==> config.mk <==
export PLATFORM = sky130hd
export DESIGN_NAME = id_ex_pipe
export DESIGN_NICKNAME = d
export VERILOG_FILES = /design/src/rtl/id_ex_pkg.sv /design/src/rtl/id_ex_pipe_skid.sv /design/src/rtl/id_ex_pipe.sv
export SDC_FILE = /design/constraint.sdc
export NUM_CORES = 1
export LEC_CHECK = 0
export BUFFER_PORTS_ARGS = -buffer_cell sky130_fd_sc_hd__buf_2
export CAP_MARGIN = 20
export CORE_AREA = 2 2 185 187
export CTS_BUF_LIST = sky130_fd_sc_hd__clkbuf_16
export DETAILED_ROUTE_END_ITERATION = 8
export DIE_AREA = 0 0 187 189
export PLACE_DENSITY = 0.63
export SLEW_MARGIN = 0
export SYNTH_ARGS = -nofsm -noshare
export SYNTH_HDL_FRONTEND = slang
export SYNTH_SLANG_ARGS = --single-unit
export TNS_END_PERCENT = 10
==> constraint.sdc <==
create_clock -name reloj -period 5.08 [get_ports reloj]
set_input_delay 0.762 -clock reloj [delete_from_list [all_inputs] [get_ports reloj]]
set_output_delay 0.762 -clock reloj [all_outputs]
set_load 0.05 [all_outputs]
==> src/rtl/id_ex_pkg.sv <==
// id_ex_pkg: shared constants, field positions and lane layout for the ID/EX pipeline register.
// Contents:
//   CTRL_*_W      control group widths (execute, memory, write-back)
//   ALU_FUN_*     / SEL_ALU_BIT / SEL_REG_BIT: bit positions inside ctrl_EXE
//   lane_bundle_w per-lane payload width for a given data/register width
//   id_ex_lane_t  packed lane layout at the default widths (32-bit data, 5-bit regs)
package id_ex_pkg;

    localparam int unsigned CTRL_EXE_W = 5;
    localparam int unsigned CTRL_MEM_W = 3;
    localparam int unsigned CTRL_WB_W  = 2;

    localparam int unsigned ALU_FUN_LSB = 2;
    localparam int unsigned ALU_FUN_W   = 3;
    localparam int unsigned SEL_ALU_BIT = 1;
    localparam int unsigned SEL_REG_BIT = 0;

    localparam int unsigned DEF_DATA_W = 32;
    localparam int unsigned DEF_REG_W  = 5;

    // Payload bits carried per lane: three control groups, DOA/DOB/imm_ext, rt/rd.
    function automatic int unsigned lane_bundle_w(input int unsigned data_w,
                                                  input int unsigned reg_w);
        return CTRL_EXE_W + CTRL_MEM_W + CTRL_WB_W + 3 * data_w + 2 * reg_w;
    endfunction

    // Field order matches the per-lane packing in id_ex_pipe (ctrl_exe at the MSB end).
    typedef struct packed {
        logic [CTRL_EXE_W-1:0] ctrl_exe;
        logic [CTRL_MEM_W-1:0] ctrl_mem;
        logic [CTRL_WB_W-1:0]  ctrl_wb;
        logic [DEF_DATA_W-1:0] doa;
        logic [DEF_DATA_W-1:0] dob;
        logic [DEF_DATA_W-1:0] imm;
        logic [DEF_REG_W-1:0]  rt;
        logic [DEF_REG_W-1:0]  rd;
    } id_ex_lane_t;

endpackage

==> src/rtl/id_ex_pipe_skid.sv <==
// id_ex_skid: generic one-entry skid buffer (payload + valid).
// Ports:
//   clk_i, rst_ni   clock, asynchronous active-low reset
//   clear_i         drop the held entry (highest priority)
//   load_i          capture data_i and mark full
//   drain_i         mark empty (entry consumed this edge)
//   data_i          incoming payload
//   valid_o/data_o  held entry
module id_ex_skid #(
    parameter int unsigned WIDTH = 8
) (
    input  logic             clk_i,
    input  logic             rst_ni,
    input  logic             clear_i,
    input  logic             load_i,
    input  logic             drain_i,
    input  logic [WIDTH-1:0] data_i,
    output logic             valid_o,
    output logic [WIDTH-1:0] data_o
);

    logic             valid_d, valid_q;
    logic [WIDTH-1:0] data_d, data_q;

    always_comb begin
        valid_d = valid_q;
        data_d  = data_q;
        if (clear_i) begin
            valid_d = 1'b0;
        end else if (load_i) begin
            valid_d = 1'b1;
            data_d  = data_i;
        end else if (drain_i) begin
            valid_d = 1'b0;
        end
    end

    always_ff @(posedge clk_i or negedge rst_ni) begin
        if (!rst_ni) begin
            valid_q <= 1'b0;
            data_q  <= '0;
        end else begin
            valid_q <= valid_d;
            data_q  <= data_d;
        end
    end

    assign valid_o = valid_q;
    assign data_o  = data_q;

endmodule

==> src/rtl/id_ex_pipe.sv <==
// id_ex_pipe: ID/EX pipeline register for LANES decoded instruction bundles.
// Valid/ready handshake on both sides, per-lane valid, lane kill at capture, whole-bundle flush.
// Build option: define ID_EX_SKID_EN to add a one-entry skid buffer; in_ready then comes
// straight from a flop (no out_ready -> in_ready path). Without it in_ready is combinational.
// Ports:
//   reloj, resetID_n          clock, asynchronous active-low reset
//   in_valid/in_ready         decode-side handshake
//   lane_valid_in, lane_kill  per-lane presence and squash
//   flush                     squash held and incoming bundles
//   ctrl_EXE/MEM/WB, DOA, DOB, imm_ext, rt, rd   per-lane inputs
//   out_valid/out_ready       execute-side handshake
//   lane_valid, ALU_FUN, SEL_ALU, SEL_REG, ctrl_MEM_exe, ctrl_WB_exe,
//   A, DOB_exe, imm_ext_exe, rt_exe, rd_exe      per-lane outputs
module id_ex_pipe
    import id_ex_pkg::*;
#(
    parameter int unsigned LANES  = 2,
    parameter int unsigned DATA_W = 32,
    parameter int unsigned REG_W  = 5
) (
    input  logic                      reloj,
    input  logic                      resetID_n,
    input  logic                      in_valid,
    output logic                      in_ready,
    input  logic [LANES-1:0]          lane_valid_in,
    input  logic [LANES-1:0]          lane_kill,
    input  logic                      flush,
    input  logic [LANES*5-1:0]        ctrl_EXE,
    input  logic [LANES*3-1:0]        ctrl_MEM,
    input  logic [LANES*2-1:0]        ctrl_WB,
    input  logic [LANES*DATA_W-1:0]   DOA,
    input  logic [LANES*DATA_W-1:0]   DOB,
    input  logic [LANES*DATA_W-1:0]   imm_ext,
    input  logic [LANES*REG_W-1:0]    rt,
    input  logic [LANES*REG_W-1:0]    rd,
    output logic                      out_valid,
    input  logic                      out_ready,
    output logic [LANES-1:0]          lane_valid,
    output logic [LANES*3-1:0]        ALU_FUN,
    output logic [LANES-1:0]          SEL_ALU,
    output logic [LANES-1:0]          SEL_REG,
    output logic [LANES*3-1:0]        ctrl_MEM_exe,
    output logic [LANES*2-1:0]        ctrl_WB_exe,
    output logic [LANES*DATA_W-1:0]   A,
    output logic [LANES*DATA_W-1:0]   DOB_exe,
    output logic [LANES*DATA_W-1:0]   imm_ext_exe,
    output logic [LANES*REG_W-1:0]    rt_exe,
    output logic [LANES*REG_W-1:0]    rd_exe
);

    localparam int unsigned LANE_W = lane_bundle_w(DATA_W, REG_W);
    // Lane mask sits above the lane payloads.
    localparam int unsigned PAY_W  = LANES * LANE_W + LANES;

    // Field offsets inside one lane, LSB first.
    localparam int unsigned O_RT  = REG_W;
    localparam int unsigned O_IMM = 2 * REG_W;
    localparam int unsigned O_DOB = O_IMM + DATA_W;
    localparam int unsigned O_DOA = O_DOB + DATA_W;
    localparam int unsigned O_WB  = O_DOA + DATA_W;
    localparam int unsigned O_MEM = O_WB + CTRL_WB_W;
    localparam int unsigned O_EXE = O_MEM + CTRL_MEM_W;

    logic [LANES-1:0] cap_mask;
    logic [PAY_W-1:0] in_pay;
    logic             store;
    logic             tx;
    logic             main_valid_d, main_valid_q;
    logic [PAY_W-1:0] main_pay_d, main_pay_q;

    assign cap_mask = lane_valid_in & ~lane_kill;
    // An all-killed bundle completes the handshake but is never stored.
    assign store    = in_valid & in_ready & ~flush & (|cap_mask);
    assign tx       = main_valid_q & out_ready & ~flush;

    assign in_pay[PAY_W-1 -: LANES] = cap_mask;
    for (genvar i = 0; i < LANES; i++) begin : g_pack
        assign in_pay[i*LANE_W +: LANE_W] = {ctrl_EXE[i*CTRL_EXE_W +: CTRL_EXE_W],
                                             ctrl_MEM[i*CTRL_MEM_W +: CTRL_MEM_W],
                                             ctrl_WB[i*CTRL_WB_W +: CTRL_WB_W],
                                             DOA[i*DATA_W +: DATA_W],
                                             DOB[i*DATA_W +: DATA_W],
                                             imm_ext[i*DATA_W +: DATA_W],
                                             rt[i*REG_W +: REG_W],
                                             rd[i*REG_W +: REG_W]};
    end

`ifdef ID_EX_SKID_EN
    logic             skid_valid;
    logic [PAY_W-1:0] skid_pay;
    logic             skid_load;
    logic             skid_drain;

    // Main is busy and not emptying: park the new bundle.
    assign skid_load  = store & main_valid_q & ~tx;
    assign skid_drain = tx & skid_valid;

    id_ex_skid #(
        .WIDTH (PAY_W)
    ) u_skid (
        .clk_i   (reloj),
        .rst_ni  (resetID_n),
        .clear_i (flush),
        .load_i  (skid_load),
        .drain_i (skid_drain),
        .data_i  (in_pay),
        .valid_o (skid_valid),
        .data_o  (skid_pay)
    );

    // Pure inversion of the skid valid flop.
    assign in_ready = ~skid_valid;

    always_comb begin
        main_valid_d = main_valid_q;
        main_pay_d   = main_pay_q;
        if (flush) begin
            main_valid_d = 1'b0;
        end else if (tx && skid_valid) begin
            main_pay_d   = skid_pay;
        end else if (store && (!main_valid_q || tx)) begin
            main_valid_d = 1'b1;
            main_pay_d   = in_pay;
        end else if (tx) begin
            main_valid_d = 1'b0;
        end
    end
`else
    assign in_ready = ~main_valid_q | out_ready;

    always_comb begin
        main_valid_d = main_valid_q;
        main_pay_d   = main_pay_q;
        if (flush) begin
            main_valid_d = 1'b0;
        end else if (store) begin
            main_valid_d = 1'b1;
            main_pay_d   = in_pay;
        end else if (tx) begin
            main_valid_d = 1'b0;
        end
    end
`endif

    always_ff @(posedge reloj or negedge resetID_n) begin
        if (!resetID_n) begin
            main_valid_q <= 1'b0;
            main_pay_q   <= '0;
        end else begin
            main_valid_q <= main_valid_d;
            main_pay_q   <= main_pay_d;
        end
    end

    assign out_valid  = main_valid_q;
    assign lane_valid = main_pay_q[PAY_W-1 -: LANES] & {LANES{main_valid_q}};

    for (genvar i = 0; i < LANES; i++) begin : g_lane
        localparam int unsigned B = i * LANE_W;
        assign rd_exe[i*REG_W +: REG_W]        = main_pay_q[B +: REG_W];
        assign rt_exe[i*REG_W +: REG_W]        = main_pay_q[B+O_RT +: REG_W];
        assign imm_ext_exe[i*DATA_W +: DATA_W] = main_pay_q[B+O_IMM +: DATA_W];
        assign DOB_exe[i*DATA_W +: DATA_W]     = main_pay_q[B+O_DOB +: DATA_W];
        assign A[i*DATA_W +: DATA_W]           = main_pay_q[B+O_DOA +: DATA_W];
        assign ALU_FUN[i*ALU_FUN_W +: ALU_FUN_W] =
            main_pay_q[B+O_EXE+ALU_FUN_LSB +: ALU_FUN_W];
        assign SEL_ALU[i] = main_pay_q[B+O_EXE+SEL_ALU_BIT];
        assign SEL_REG[i] = main_pay_q[B+O_EXE+SEL_REG_BIT];
        // Bubble lanes must not write memory or the register file.
        assign ctrl_MEM_exe[i*CTRL_MEM_W +: CTRL_MEM_W] =
            main_pay_q[B+O_MEM +: CTRL_MEM_W] & {CTRL_MEM_W{lane_valid[i]}};
        assign ctrl_WB_exe[i*CTRL_WB_W +: CTRL_WB_W] =
            main_pay_q[B+O_WB +: CTRL_WB_W] & {CTRL_WB_W{lane_valid[i]}};
    end

endmodule

==> run metrics <==
share of the synthesized area in the top cell type=55.9%; Post-Synthesis Mean Instance Area=roughly 14 µm²; WS Path Type=flop to output port; Clock Skews=between 0.01 and 0.015 ns; global-route wire length before repair=~36,000 µm; capture instance of the worst register-to-register path=main_pay_q[118]; die area=between 30,000 and 40,000 µm²; clock-pin slew of the registers on the worst-case setup and hold paths=approximately 0.060 ns; Seq/Total Area, Yosys=a little under three fifths; CTS max path bufs=3; GR Overflow Total=0; setup tns final=0 ns; ANT nets after route=0; slowest CP cell=dfrtp_1; Skew-Pair Late Insertion Delay=between 0.5 and 0.6 ns; # port buffers=476; Post-synth EDFFs=0; syn_nets=a little under 1,000; Die Y=between 150 and 200 µm; Top FF cell, synth=dfrtp_1; Netlist cell types=18; PD cells=557 nW/µm²; GRT Total Usage=around 13%; share of layout cells above drive strength 1=between 60% and 70%; MaxCap Viol Count=0; DRC violations left=0; RePlAce Congestion=approximately 0.74; worst-case vdd ir drop=0.352 mV; run status=finished, final reports clean; layout net count=1,240; CTS tree=built; relative slew slack=roughly 44%; Async SR Flop Fraction=100%; total CTS buffers=26; CTS root buffer=clkbuf_16; Min Clock Period, post-route=between 2 and 3 ns; Sink Count=about 240; dominant cells by area after synthesis=dfrtp_1 (56%), buf_4 (17%), mux2_2 (13%), mux2_1 (12%), buf_6 (0.64%); Resize count post-CTS=0; detailed placer's ending HPWL=approximately 18,000 µm; fillers=about 3,200; Finished Cell Area=~13,000 µm²; pin count of the biggest net entering global routing=approximately 120; Critical Path Fanout Max=14; drt pass-1 iters=3; Ys Warns=0; final wirelength=between 20,000 and 25,000 µm; IO Pins=477; Final Util=37.6%; Routed wire per std cell=approximately 16 µm; Slew @ Worst Pin=~0.84 ns; HP Class=primary input to async pin; r2r setup slk=approximately 2.5 ns; Iteration-0 DRC Markers=232; Ant. Diodes=0; Buf+Inv Stages, Crit Path=2; FP Rows=between 60 and 70; arrival time at the worst endpoint=between 2 and 2.5 ns; post-CTS setup buffers=0; total power draw=approximately 7 mW; required time of the critical path=~4.3 ns; CP Launch Type=flop; RSZ-0062 raised after global routing=no; Synth top cells by count=buf_4 (235), dfrtp_1 (235), mux2_2 (123), mux2_1 (109), and3_1 (10); vias per cell=around 4.2; post-synth top area cell=dfrtp_1; vias in the first global route=about 6,500; Starting Density=31.6%; Critical Path Sink Type=output port; die width=approximately 190 µm; CP delay by family, top=flip-flops; Area after DPL=11,700 µm²; Post-Synthesis Cells=between 700 and 800; FF-to-FF path depth=4; initial antenna violation count=0; Core Footprint=about 33,000 µm²; reg2reg start=out_valid; via count=between 6,000 and 7,000; Final Max Slew Viols=0; critical path, cell by cell=and2b_1 -> inv_1 -> buf_2; Max Clock Freq=between 0.3 and 0.4 GHz; flop and latch count out of synthesis=235; Post-Syn Area=between 10,000 and 15,000 µm²; total number of H-tree levels=1; post-layout worst setup margin=approximately 2.3 ns; cts hold-fix bufs=0; pre-CTS WS=between 2 and 2.5 ns; Final period util=54.9%; final setup fails=0; Syn-to-layout area delta=19.0%; Largest stage delay, worst path=~0.9 ns; final hold vios=0; P_leak=between 6 and 7 nW
[cells in the final DEF (no fill, tap or decap), types with 5 or more instances in the layout]
cell         n
dfrtp_1    235
clkbuf_16   27
inv_1        6
buf_2      475
mux2_1     109
mux2_2     123
clkinv_1     6
clkinv_2     5
and3_1      10
[routing by layer]
layer,GRT usage [%],wire length (µm),vias up
met5,0,0,-
met4,3.21,418,0
met3,4.28,2220,31
met2,23.2,12000,301
met1,15.0,9080,2989
li1,-,-,2794
[sequential cells by signal, indices dropped and copies added, names as in the netlist]
| name | flops |
|---|---|
| main_pay_q | 234 |
| out_valid | 1 |
[worst max-delay path by stage]
| stage | endpoint | depth (start not counted) | from |
|---|---|---|---|
| detailed placement | main_pay_q[118] | 5 | lane_kill[0] |
| CTS | ctrl_WB_exe[1] | 2 | out_valid |
| global route | ctrl_WB_exe[1] | 2 | out_valid |
| global placement | main_pay_q[21] | 5 | lane_kill[0] |
| finish | in_ready | 3 | out_valid |
| floorplan | main_pay_q[205] | 5 | out_ready |
[layout make-up]
cell class	count	area [µm²]	share of cell area (%)
inverter	2	7.51	0.0600
sequential	235	5880	47.0
clock buffer	27	676	5.40
multi-input combinational	254	2770	22.1
clock inverter	19	164	1.31
tap	448	561	4.48
timing repair buffer	480	2460	19.7
[kinds of logic after synthesis]
family | Yosys count | synth area share [%]
mux | 232 | 24.8
compound gates | 4 | 0.381
buf+inv | 250 | 17.8
flops | 235 | 55.9
simple gates | 18 | 1.07
[stage by stage]
step | cells | hold slack, ns
floorplan | 739 | 0.450
global placement | 1419 | 0.461
detailed placement | 1419 | 0.469
CTS | 1465 | 0.212
global route | 1465 | 0.241
finish | 1465 | 0.189
[power by group]
part	leakage, nW	switching (mW)	internal (mW)	total, mW
combinational	2.97	1.95	0.649	2.59
sequential	2.79	0.224	2.31	2.54
clock	0.431	0.725	1.11	1.83
total	6.19	2.89	4.07	6.96
(Power assumes the default switching activity.)
